===== src/rtl/pipelined_adder_pkg.sv =====
// Shared definitions for the pipelined add/subtract unit.
//   slice_w()            : bits handled by each pipeline slice
//   stage_ctl_t          : per-stage control fields (valid bit, registered carry)
//   sat_max() / sat_min(): signed max/min patterns for a given width. The result is
//                          MaxWidth bits wide; callers truncate it to their own width.
package pipelined_adder_pkg;

  localparam int unsigned MaxWidth = 1024;

  // Control portion of the per-stage payload. The operand and partial-sum fields depend
  // on WIDTH, so the top wraps this struct in a width-specific payload struct.
  typedef struct packed {
    logic valid;
    logic carry;
  } stage_ctl_t;

  function automatic int unsigned slice_w(int unsigned width, int unsigned stages);
    return (stages == 0) ? width : width / stages;
  endfunction

  function automatic logic [MaxWidth-1:0] sat_max(int unsigned width);
    logic [MaxWidth-1:0] v;
    v = '0;
    for (int unsigned i = 0; i + 1 < width; i++) v[i] = 1'b1;
    return v;
  endfunction

  function automatic logic [MaxWidth-1:0] sat_min(int unsigned width);
    logic [MaxWidth-1:0] v;
    v = '0;
    if (width > 0) v[width-1] = 1'b1;
    return v;
  endfunction

endpackage


===== src/rtl/pipelined_adder_if.sv =====
// Stream interface of the pipelined adder.
//   master: operand producer and result consumer (drives in_valid, a, b, cin, sub,
//           out_ready)
//   slave : the adder (drives in_ready, out_valid, sum, cout, ovf)
interface pipelined_adder_if #(
  parameter int unsigned WIDTH = 32
);
  logic             in_valid;
  logic             in_ready;
  logic [WIDTH-1:0] a;
  logic [WIDTH-1:0] b;
  logic             cin;
  logic             sub;
  logic             out_valid;
  logic             out_ready;
  logic [WIDTH-1:0] sum;
  logic             cout;
  logic             ovf;

  modport master (
    output in_valid, a, b, cin, sub, out_ready,
    input  in_ready, out_valid, sum, cout, ovf
  );

  modport slave (
    input  in_valid, a, b, cin, sub, out_ready,
    output in_ready, out_valid, sum, cout, ovf
  );
endinterface


===== src/rtl/pipelined_adder_add_slice.sv =====
// add_slice: combinational W-bit adder with carry in and carry out. One instance per
// pipeline stage.
//   i_a, i_b : slice operands (i_b already inverted for subtract)
//   i_cin    : carry from the previous slice
//   o_sum    : slice sum
//   o_cout   : carry into the next slice
module add_slice #(
  parameter int unsigned W = 8
) (
  input  logic [W-1:0] i_a,
  input  logic [W-1:0] i_b,
  input  logic         i_cin,
  output logic [W-1:0] o_sum,
  output logic         o_cout
);
  always_comb begin
    {o_cout, o_sum} = {1'b0, i_a} + {1'b0, i_b} + {{W{1'b0}}, i_cin};
  end
endmodule


===== src/rtl/pipelined_adder.sv =====
// pipelined_adder: WIDTH-bit add/subtract split into STAGES carry-propagating slices,
// with valid/ready handshaking on both sides.
//   clk : clock, rising edge
//   rst : synchronous active-high reset; discards every in-flight transaction
//   bus : pipelined_adder_if slave modport (operands in, sum/cout/ovf out)
// Optional build macro PIPELINED_ADDER_SAT_EN: on signed overflow, sum saturates to
// signed max/min (chosen by a[MSB]). Without it, sum wraps modulo 2^WIDTH.
module pipelined_adder
  import pipelined_adder_pkg::*;
#(
  parameter int unsigned WIDTH  = 32,
  parameter int unsigned STAGES = 4
) (
  input logic              clk,
  input logic              rst,
  pipelined_adder_if.slave bus
);
  localparam int unsigned SW = slice_w(WIDTH, STAGES);

  if (STAGES < 1 || STAGES > WIDTH) begin : g_bad_stages
    $error("pipelined_adder: STAGES must be in 1..WIDTH");
  end
  if (WIDTH % SW != 0 || SW * STAGES != WIDTH) begin : g_bad_split
    $error("pipelined_adder: WIDTH must be divisible by STAGES");
  end

  // Operands of unprocessed slices ride along. b holds the sub-resolved operand.
  // Finished sum slices are carried forward in sum.
  typedef struct packed {
    stage_ctl_t       ctl;
    logic [WIDTH-1:0] a;
    logic [WIDTH-1:0] b;
    logic [WIDTH-1:0] sum;
  } payload_t;

  payload_t r_stage [STAGES];
  payload_t w_nxt   [STAGES];
  payload_t w_last;
  logic     w_advance;
  logic     w_ovf;

  for (genvar k = 0; k < STAGES; k++) begin : g_stage
    payload_t         w_in;
    logic [SW-1:0]    w_slice_sum;
    logic             w_slice_cout;
    logic [WIDTH-1:0] w_sum_merged;

    if (k == 0) begin : g_first
      always_comb begin
        w_in           = '0;
        w_in.ctl.valid = bus.in_valid;
        w_in.ctl.carry = bus.cin ^ bus.sub;
        w_in.a         = bus.a;
        w_in.b         = bus.sub ? ~bus.b : bus.b;
      end
    end else begin : g_next
      assign w_in = r_stage[k-1];
    end

    add_slice #(
      .W (SW)
    ) u_slice (
      .i_a    (w_in.a[k*SW +: SW]),
      .i_b    (w_in.b[k*SW +: SW]),
      .i_cin  (w_in.ctl.carry),
      .o_sum  (w_slice_sum),
      .o_cout (w_slice_cout)
    );

    always_comb begin
      w_sum_merged              = w_in.sum;
      w_sum_merged[k*SW +: SW]  = w_slice_sum;
    end

    assign w_nxt[k] = {w_in.ctl.valid, w_slice_cout, w_in.a, w_in.b, w_sum_merged};
  end

  // The whole pipe moves in lockstep, so bubbles are never squeezed out. Data fields
  // load only with a valid transaction so outputs keep their last value on bubbles.
  always_ff @(posedge clk) begin
    if (rst) begin
      for (int k = 0; k < int'(STAGES); k++) r_stage[k] <= '0;
    end else if (w_advance) begin
      for (int k = 0; k < int'(STAGES); k++) begin
        if (w_nxt[k].ctl.valid) r_stage[k] <= w_nxt[k];
        else                    r_stage[k].ctl.valid <= 1'b0;
      end
    end
  end

  assign w_last    = r_stage[STAGES-1];
  assign w_advance = !w_last.ctl.valid || bus.out_ready;

  assign bus.in_ready  = w_advance && !rst;
  assign bus.out_valid = w_last.ctl.valid;
  assign bus.cout      = w_last.ctl.carry;

  // The last stage still holds the MSBs of a and b_eff, so overflow is derived here.
  assign w_ovf   = (w_last.a[WIDTH-1] == w_last.b[WIDTH-1]) &&
                   (w_last.sum[WIDTH-1] != w_last.a[WIDTH-1]);
  assign bus.ovf = w_ovf;

`ifdef PIPELINED_ADDER_SAT_EN
  localparam logic [WIDTH-1:0] SatMax = WIDTH'(sat_max(WIDTH));
  localparam logic [WIDTH-1:0] SatMin = WIDTH'(sat_min(WIDTH));

  if (WIDTH > MaxWidth) begin : g_bad_sat_width
    $error("pipelined_adder: WIDTH exceeds saturation helper range");
  end

  assign bus.sum = w_ovf ? (w_last.a[WIDTH-1] ? SatMin : SatMax) : w_last.sum;
`else
  assign bus.sum = w_last.sum;
`endif

endmodule

===== src/flat_wrapper.sv =====
// flat-port wrapper written by rule: the top's interface ports become plain ports
module pipelined_adder_flat import pipelined_adder_pkg::*;
#(
  parameter int unsigned WIDTH  = 32,
  parameter int unsigned STAGES = 4
)
  (clk, rst, bus_in_valid, bus_a, bus_b, bus_cin, bus_sub, bus_out_ready, bus_in_ready, bus_out_valid, bus_sum, bus_cout, bus_ovf);
  pipelined_adder_if #(.WIDTH(WIDTH)) bus_i ();
  input logic clk;
  input logic rst;
  input wire logic [$bits(bus_i.in_valid)-1:0] bus_in_valid;
  input wire logic [$bits(bus_i.a)-1:0] bus_a;
  input wire logic [$bits(bus_i.b)-1:0] bus_b;
  input wire logic [$bits(bus_i.cin)-1:0] bus_cin;
  input wire logic [$bits(bus_i.sub)-1:0] bus_sub;
  input wire logic [$bits(bus_i.out_ready)-1:0] bus_out_ready;
  output wire logic [$bits(bus_i.in_ready)-1:0] bus_in_ready;
  output wire logic [$bits(bus_i.out_valid)-1:0] bus_out_valid;
  output wire logic [$bits(bus_i.sum)-1:0] bus_sum;
  output wire logic [$bits(bus_i.cout)-1:0] bus_cout;
  output wire logic [$bits(bus_i.ovf)-1:0] bus_ovf;
  assign bus_i.in_valid = bus_in_valid;
  assign bus_i.a = bus_a;
  assign bus_i.b = bus_b;
  assign bus_i.cin = bus_cin;
  assign bus_i.sub = bus_sub;
  assign bus_i.out_ready = bus_out_ready;
  assign bus_in_ready = bus_i.in_ready;
  assign bus_out_valid = bus_i.out_valid;
  assign bus_sum = bus_i.sum;
  assign bus_cout = bus_i.cout;
  assign bus_ovf = bus_i.ovf;
  pipelined_adder #(.WIDTH(WIDTH), .STAGES(STAGES)) u_core (.clk(clk), .rst(rst), .bus(bus_i));
endmodule

===== config.mk =====
export PLATFORM = sky130hd
export DESIGN_NAME = pipelined_adder_flat
export DESIGN_NICKNAME = d
export VERILOG_FILES = /design/src/rtl/pipelined_adder_pkg.sv /design/src/rtl/pipelined_adder_if.sv /design/src/rtl/pipelined_adder_add_slice.sv /design/src/rtl/pipelined_adder.sv /design/src/flat_wrapper.sv
export SDC_FILE = /design/constraint.sdc
export NUM_CORES = 1
export LEC_CHECK = 0
export CAP_MARGIN = 5
export CORE_UTILIZATION = 45
export DETAILED_ROUTE_END_ITERATION = 10
export HOLD_SLACK_MARGIN = 0.03
export PLACE_DENSITY = 0.66
export SLEW_MARGIN = 5
export SYNTH_ARGS = -nofsm -noshare
export SYNTH_HDL_FRONTEND = slang
export SYNTH_HIERARCHICAL = 1
export SYNTH_SLANG_ARGS = --single-unit

===== constraint.sdc =====
create_clock -name clk -period 7 [get_ports clk]
set_clock_uncertainty 0.15 [all_clocks]
set_input_delay 1.4 -clock clk [delete_from_list [all_inputs] [get_ports clk]]
set_output_delay 1.4 -clock clk [all_outputs]
set_load 0.005 [all_outputs]

==> impl_results.md <==
* Initial DRC count at 257
* Crit path from: rst
* Status: complete, no violations
* Largest net degree at the start of global routing at 191
* First-pass DRT Iterations at 4
* Clock sink count at 186
* Top-area cell type share of the netlist area at 57.5%
* Area grow syn2layout at 15.6%
* CTS Buf Count at 17
* Largest register FFs at 186
* Critical path arrival at 2.70 ns
* Number of H-tree levels at 4
* Routed wire length at 15500 µm
* Critical-path cell list: clkdlybuf4s50_1 > nor2_1 > clkdlybuf4s50_1
* CP Class: primary input to output port
* I/O Pins at 106
* Clock transition at path regs at 0.07 ns
* CP Launch Type: primary input
* Core footprint at 21100 µm²
* Post-Syn Area per Cell at 14.6 µm²
* Largest area contributor in the netlist: edfxtp_1
* Total Neg Setup Slack at 0 ns
* Hpwl dp at 10100 µm
* Hold Crit Start: u_core/r_stage[1][89]$_SDFFCE_PN0P_
* CTS Buffer Depth at 2
* Worst slew margin at 24.8%
* Largest fanout on the critical path at 13
* GPL Wtd Cong at 0.790
* Final Max Tran Viols at 0
* Vias in the first global route at 5021
* CP max stage delay at 0.58 ns
* Max Cap Viol at 0
* # setup viols final at 0
* Critical path buffers and inverters at 2
* Final #Nets at 822
* Synth warnings at 6
* WL/cell at 15.4 µm
* PortBufs at 105
* Yosys cell types at 36
* Register with the most flip-flops: u_core/r_stage
* Die Y at 149 µm
* Critical R2R Launch: u_core/r_stage[2][88]$_SDFFCE_PN0P_
* Final instance area at 11200 µm²
* Syn_nets at 772
* Chip width at 149 µm
* Overflow after GRT at 0
* Number of diodes at 0
* CP Data Required Time at 5.45 ns
* First-pass GRT wire length at 25600 µm
* Slowest cell on crit path: clkdlybuf4s50_1
* DR vias at 5079
* Synth Instances at 666
* Clk Latency, worst-skew pair at 0.42 ns
* Crit path top cell by count: clkdlybuf4s50_1
* Largest regs: u_core/r_stage: 186 flops
* Placed Area at 10600 µm²
* Max VDD drop at 0.133 mV
* Leakage at 3.81 nW
* Final min period at 4.25 ns
* CTS tree: done
* Worst-Margin Slew at 1.13 ns
* Initial Util at 46.1%
* Seq cells post-synth at 186
* Share of layout cells above drive strength 1 at 21.9%
* CP top delay family: buffers and inverters
* Register area share after synthesis at 57.5%
* Hold Violations, Final at 0
* Hold Buf Count CTS at 0
* Largest cells by area after synthesis: edfxtp_1 (57%), nor3b_2 (14%), nor3b_1 (3.9%)
* # resized after CTS at 0
* Hold Crit Class: flop to flop
* Via/cell ratio at 5.06
* Initial antenna violation count at 0
* Routed Antenna Nets at 0
* Power per cell area at 233 nW/µm²
* Total GRT Usage at 14.8%
* Post-route DRC at 0
* Achievable clock frequency at 0.235 GHz
* Rows at 53
* RSZ-0062 raised after global routing: no
* Period Utilization, post-route at 60.8%
* Final hold slack at 0.413 ns
* Critical Path Sink Type: output port
* Post-CTS Setup Inserts at 0
* Die area at 22200 µm²
* Root Driver: clkbuf_16
* Synthesized area at 9720 µm²
==> kinds of logic after synthesis <==
| kind of cell | count (synthesis) | share of synthesized area, % |
|---|---|---|
| compound gates | 59 | 4.34 |
| xor+xnor | 49 | 4.42 |
| buf+inv | 91 | 5.90 |
| flops | 186 | 57.5 |
| mux | 2 | 0.206 |
| fa+ha+maj | 36 | 5.25 |
| simple gates | 243 | 22.4 |
==> worst paths after layout <==
kind	endpoint	slack, ns	cells past startpoint
setup / recovery	bus_in_ready	2.75	3
hold reg to reg	u_core/r_stage[2][89]$_SDFFCE_PN0P_	0.41	1
setup reg to reg	u_core/r_stage[3][96]$_SDFFCE_PN0P_	4.52	7
hold / removal	u_core/r_stage[2][89]$_SDFFCE_PN0P_	0.41	1
==> metrics by stage <==
step / utilization [%] / power [W] / setup WS, ns / cells
final: 53.3 / 0.00262 / 2.75 / 1004
after CTS: 53.3 / 0.00265 / 2.74 / 1004
after floorplan: - / 0.00159 / 3.33 / 666
after detailed placement: 50.5 / 0.00169 / 2.70 / 972
after global routing: 53.3 / 0.00273 / 2.63 / 1004
after global placement: 50.5 / 0.00168 / 2.78 / 972
==> cells in the mapped netlist <==
master     count
mux2i_1        2
inv_1          8
clkbuf_1       4
nand2_1       11
nor3_1        30
a311o_1        8
ha_1          28
nor3b_1       50
o21a_1         2
edfxtp_1     186
nand2b_1      10
o21ai_0        4
nand4_1        2
xnor2_1       32
o211ai_1       2
o21bai_1       4
nor2_1         9
buf_6          6
nor4_1         4
o22ai_1        1
a221oi_1       2
a21o_1        12
a21oi_1       18
buf_2         29
nor3b_2      108
nand3b_1       2
fa_1           8
inv_2          4
a2111oi_0      2
nor2b_1        7
nand2b_4       2
xor2_1        17
buf_4         40
nand3_1        8
a21oi_2        2
o221a_2        2
==> cell type report <==
type                            instances  area (µm²)
Inverter                               12        45.0
Multi-Input combinational cell        389        3570
Clock inverter                         14         163
Fill cell                            1688        9850
Sequential cell                       186        5590
Tap cell                              275         344
Clock buffer                           18         429
Timing Repair Buffer                  110        1100
==> cells in the final DEF (no fill, tap or decap), types with 4 or more instances in the layout <==
| cell type | count |
|---|---|
| a21o_1 | 10 |
| a21oi_1 | 18 |
| a311o_1 | 8 |
| buf_4 | 4 |
| clkbuf_16 | 17 |
| clkdlybuf4s50_1 | 104 |
| clkinvlp_4 | 6 |
| edfxtp_1 | 186 |
| fa_1 | 8 |
| ha_1 | 28 |
| inv_1 | 8 |
| inv_2 | 4 |
| nand2_1 | 11 |
| nand2b_1 | 8 |
| nand3_1 | 8 |
| nor2_1 | 9 |
| nor2b_1 | 6 |
| nor3_1 | 30 |
| nor3b_1 | 50 |
| nor3b_2 | 108 |
| nor4_1 | 4 |
| o21ai_0 | 4 |
| o21bai_1 | 4 |
| xnor2_1 | 32 |
| xor2_1 | 17 |
==> layer usage <==
metal,global-route usage (%),routed length (µm)
met1,21.7,7720
met2,21.6,6960
met3,3.61,677
met4,4.74,155
met5,0,0
==> power breakdown <==
part	leakage, nW	internal (W)	total (W)	switching, W
combinational	1.55	0.000173	0.000331	0.000158
sequential	1.99	0.00131	0.00133	0.0000254
clock	0.269	0.000534	0.000952	0.000419
total	3.81	0.00201	0.00262	0.000603
Power figures use the tool's default switching activity.
==> RTL edit 1: new RTL, same flow settings <==
`STAGES` is set to 4 in 2 places; all go to 2.
--- a/src/rtl/pipelined_adder.sv
+++ b/src/rtl/pipelined_adder.sv
@@ -10,5 +10,5 @@
 #(
   parameter int unsigned WIDTH  = 32,
-  parameter int unsigned STAGES = 4
+  parameter int unsigned STAGES = 2
 ) (
   input logic              clk,
--- a/src/flat_wrapper.sv
+++ b/src/flat_wrapper.sv
@@ -3,5 +3,5 @@
 #(
   parameter int unsigned WIDTH  = 32,
-  parameter int unsigned STAGES = 4
+  parameter int unsigned STAGES = 2
 )
   (clk, rst, bus_in_valid, bus_a, bus_b, bus_cin, bus_sub, bus_out_ready, bus_in_ready, bus_out_valid, bus_sum, bus_cout, bus_ovf);
Check against the original RTL: not equivalent (Yosys sat finds a counterexample within 4 cycles, from zero or initial values).
==> RTL edit 1 against the original RTL <==
Synthesized area fell by 43%. Sequential share of layout area is 12 points lower. Combinational power rose by 27%. Global-route usage grew 2.1 points. Setup slack worse by 0.11 ns. Via count down 30%. Sequential cell count shrank 100. Routed wire length down 35%. Final area is 40% lower. Total power fell by 38%.
==> RTL edit 1: results (changes against the original RTL) <==
- The flow ran to the end, and the final reports show no timing, DRC or antenna violations.
- The worst-path cell with the longest stage delay is fa_1.
- The worst register-to-register path begins at u_core/r_stage[0][80].
- The total global routing track utilization came to 0.1695 (+0.02122).
- The sum of met2 wire segment lengths after detailed routing is 4.985 mm (-28%).
- The first-pass GRT wire length was 16.82 mm (-34%).
- The worst hold path begins at u_core/r_stage[0][97].
- The fraction of layout instances using a drive strength above 1 is 0.1382 (-0.08128).
- The post-DP HPWL is 6.765 mm (-33%).
- The largest net degree at the start of global routing is 90 (-53%).
- The mean routed wirelength per cell is 15.02 µm (-2.8%).
- The cell internal power dissipation is 1.229 mW (-39%).
- The met1 demand-to-capacity share in global routing came to 0.2066 (-0.01001).
- The clock distribution power is 0.541 mW (-43%).
- The flop-to-flop setup slack is 3.94 ns (-0.58 ns).
- The depth of the worst hold-timing path is 2 (+1).
- The number of vias in the routed layout is 3,534 (-30%).
- The TritonCTS buffer count is 9 (-8).
- The final standard cell count with taps included and fillers excluded is 668 (-33%).
- The complex-gate fraction of the synthesized area is 0.1115 (+0.06807).
- The horizontal die dimension is 113.1 µm (-24%).
- The maximum fanout count along the critical path is 33 (+20).
- The number of nets in the final layout is 620 (-25%).
- The global-route met2 utilization is 0.2851 (+0.06879).
- The commonest cells after synthesis are edfxtp_1 (85), nor3b_1 (49), buf_4 (35).
- The met3 routing resource usage after global routing is 0.02678 (-0.009305).
- The amount of wire on met3 after detailed routing is 352 µm (-48%).
- The register area share after synthesis came to 0.4630 (-0.1118).
- The post-synthesis cell count was 452 (-32%).
- The clock latency of the later-clocked register in the worst-skew pair is 0.34 ns (-0.08 ns).
- The number of global-route vias before repair is 3,559 (-29%).
- In the final layout, the registers with the most flip-flops are u_core/r_stage: 86 flops.
- The area share of xor/xnor cells in the synthesized design is 0.09615 (+0.05199).
- The worst reg2reg path depth is 9 (+2).
- The routed metal-1 wire length came to 4.393 mm (-43%).
==> RTL edit 1: cell count changes after synthesis, sizes merged, moves of 5 or more <==
cell and delta:
xor2 +10, a311o -8, o21ai +12, nor3b -89, nor3 -13, edfxtp -101, nand2b -5, nor2b -5
buf -23
==> RTL edit 1: area by class of cell <==
cell class	count	area share
Tap cell	147	0.02723
Clock buffer	10	0.03390
Sequential cell	86	0.3809
Multi-Input combinational cell	299	0.3766
Timing Repair Buffer	109	0.1589
Inverter	11	0.006113
Clock inverter	6	0.01630
==> RTL edit 1: metrics by stage <==
step                      setup slack (ns)    util  hold slack (ns)  cell area, µm²
after floorplan                      2.689       -           0.3356            5557
after global placement               2.288  0.5341           0.3399            6415
after detailed placement             2.251  0.5341           0.3848            6415
after CTS                            2.611  0.5623           0.3958            6754
after global routing                 2.454  0.5623           0.4688            6754
final                                2.641  0.5623           0.3880            6754
==> RTL edit 2: new RTL, same settings <==
Without the edit above. The option `PIPELINED_ADDER_SAT_EN` is turned on by a define.
--- a/src/rtl/pipelined_adder.sv
+++ b/src/rtl/pipelined_adder.sv
@@ -6,4 +6,6 @@
 // Optional build macro PIPELINED_ADDER_SAT_EN: on signed overflow, sum saturates to
 // signed max/min (chosen by a[MSB]). Without it, sum wraps modulo 2^WIDTH.
+`define PIPELINED_ADDER_SAT_EN
+
 module pipelined_adder
   import pipelined_adder_pkg::*;
Behaviour: not the same (a bounded check fails within 10 cycles, from zero or initial values).
==> RTL edit 2 against the original RTL <==
Total power increased by 1.3%. Final area increased by 5.4%. Setup slack got worse by 0.59 ns. Core utilization increased by 0.50 points. Routed wire length increased by 5.7%. Synthesized area increased by 4.8%. Sequential cell count unchanged. Global-route usage decreased by 0.14 points. Critical path type is now reg2out. Largest cell class unchanged. Largest power group unchanged.
==> RTL edit 2: results (changes against the original RTL) <==
- The flow ran to the end, and the final reports show no timing, DRC or antenna violations.
- The number of nets in the final layout was 884 (+7.5%).
- The arithmetic-cell share of the synthesized area counting full adders, half adders and majority gates is 0.05014 (-0.002389).
- The library cell used as clock root buffer is clkbuf_16.
- The end point of the most critical hold path is u_core/r_stage[2][7].
- The endpoint identified for the worst register-to-register timing path is u_core/r_stage[0][89].
- The complex-gate fraction of the synthesized area was 0.09475 (+0.05136).
- The via count normalized by instance count came to 5.252 (+3.8%).
- The maximum single-stage delay on the critical path is 1.04 ns (+0.46 ns).
- The total wirelength of the detailed-routed design is 16.40 mm (+5.7%).
- The number of warnings issued by yosys came to 6 (unchanged).
- The count of unique library cells instantiated by Yosys was 42 (+17%).
- The post-DP HPWL is 11.07 mm (+9.1%).
- The number of flops mapped to enable cells by yosys was 186 (unchanged).
- The number of gates resized after cts is 0 (unchanged).
- The total of fill cells in the finished design came to 1,807 (+7.0%).
- The maximum fanout count along the critical path is 34 (+21).
- The weighted congestion reported at the end of routability-driven placement is 0.8369 (+5.9%).
- The largest net degree at the start of global routing was 85 (-55%).
- The total global routing track utilization is 0.1469 (-0.001371).
- The flop-to-flop setup slack is 4.20 ns (-0.32 ns).
- The register area share after synthesis is 0.5486 (-0.02613).
- The start point of the worst hold path is u_core/r_stage[1][7].
- The number of optimization iterations in the first detailed-route pass is 8 (+4).
- The diode insertion count for antenna repair came to 0 (unchanged).
- In the synthesized netlist, the cells that appear most often are edfxtp_1 (186), nor3b_2 (117), nor3b_1 (42).
- The data arrival time of the critical path is 3.29 ns (+0.59 ns).
- The detailed router's first-iteration violation count is 275 (+7.0%).
- The worst reg2reg path depth came to 3 (-4).
- The number of global-route vias before repair is 5,583 (+11%).
- The smallest hold slack was 0.4145 ns (+0.001423 ns).
- The multiplexer share of the synthesized area came to 0 (-0.002060).
- The number of nets in the synthesized netlist is 816 (+5.7%).
- The actual slew at the worst max-slew pin is 1.116 ns (-0.01165 ns).
- The fraction of layout instances using a drive strength above 1 was 0.2301 (+0.01061).
- The first-pass GRT wire length is 27.58 mm (+7.6%).
- The worst ir drop on vdd was 0.0001843 V (+39%).
- The leakage dissipation is 4.042 nW (+6.1%).
- The slowest stage of the critical path belongs to the cell edfxtp_1.
- The number of buffers added on ports was 105 (unchanged).
- By area the synthesized netlist is led by edfxtp_1 (55%), nor3b_2 (14%), ha_1 (3.4%).
- In this run the critical register-to-register path is launched from u_core/r_stage[3][97].
- The area share of xor/xnor cells in the synthesized design is 0.04215 (-0.002008).
[RTL edit 2: changes by cell type after synthesis, sizes merged, moves of 4 or more]
cell	before	now
o21bai	4	35
buf	75	50
nor2	9	5
a22o	0	31
clkbuf	4	12
[RTL edit 2: routing by layer]
metal / vias to the layer above / routed length, µm / track usage
met5: - / 0 / 0
met1: 2656 / 8312 / 0.2069
met3: 21 / 646 / 0.04010
met2: 110 / 7145 / 0.2186
met4: 0 / 293 / 0.05099
li1: 2838 / - / -
[RTL edit 2: worst max-delay path, delay by kind of cell (launching register included)]
| family | cells | cell delay, ns |
|---|---|---|
| flip-flops | 1 | 1.04 |
| AND/OR/NAND/NOR | 1 | 0.90 |
| AO/OA/AOI/OAI | 1 | 0.48 |
| buffers and inverters | 1 | 0.45 |
[RTL edit 2: area by class of cell]
type | count | area, µm² | area share
flip-flops and latches | 186 | 5585 | 0.4715
clock inverters | 12 | 143.9 | 0.01215
inverters | 13 | 48.80 | 0.004119
well taps | 280 | 350.3 | 0.02957
clock buffers | 20 | 436.7 | 0.03686
multi-input cells | 449 | 4190 | 0.3537
repair buffers | 111 | 1091 | 0.09210
[RTL edit 2: stage by stage]
| step | instance area, µm² | total power [mW] | worst slack [ns] | instances |
|---|---|---|---|---|
| floorplan | 10180 | 1.615 | 3.301 | 710 |
| global placement | 11270 | 1.733 | 2.345 | 1039 |
| detailed placement | 11270 | 1.743 | 2.321 | 1039 |
| CTS | 11850 | 2.677 | 2.153 | 1071 |
| global route | 11850 | 2.761 | 1.916 | 1071 |
| finish | 11850 | 2.650 | 2.162 | 1071 |
[RTL edit 2: worst max path at each step]
stage,from,end,slack (ns),depth (start not counted)
after floorplan,bus_sub,u_core/r_stage[0][96],3.30,9
after global placement,bus_out_ready,bus_in_ready,2.35,4
after detailed placement,bus_out_ready,bus_in_ready,2.32,4
after CTS,u_core/r_stage[3][95],bus_sum[8],2.15,3
after global routing,u_core/r_stage[3][63],bus_sum[0],1.92,3
final,u_core/r_stage[3][95],bus_sum[3],2.16,3
[RTL edit 2: power by group]
part	internal, mW	total, mW	switching [mW]	leakage [nW]
clock network	0.531	0.928	0.398	0.275
logic	0.204	0.380	0.176	1.78
registers	1.31	1.34	0.0331	1.99
[RTL edit 2: logic make-up after synthesis]
group | after synthesis
fa+ha+maj | 36
flops | 186
buf+inv | 75
xor+xnor | 49
compound gates | 125
simple gates | 239
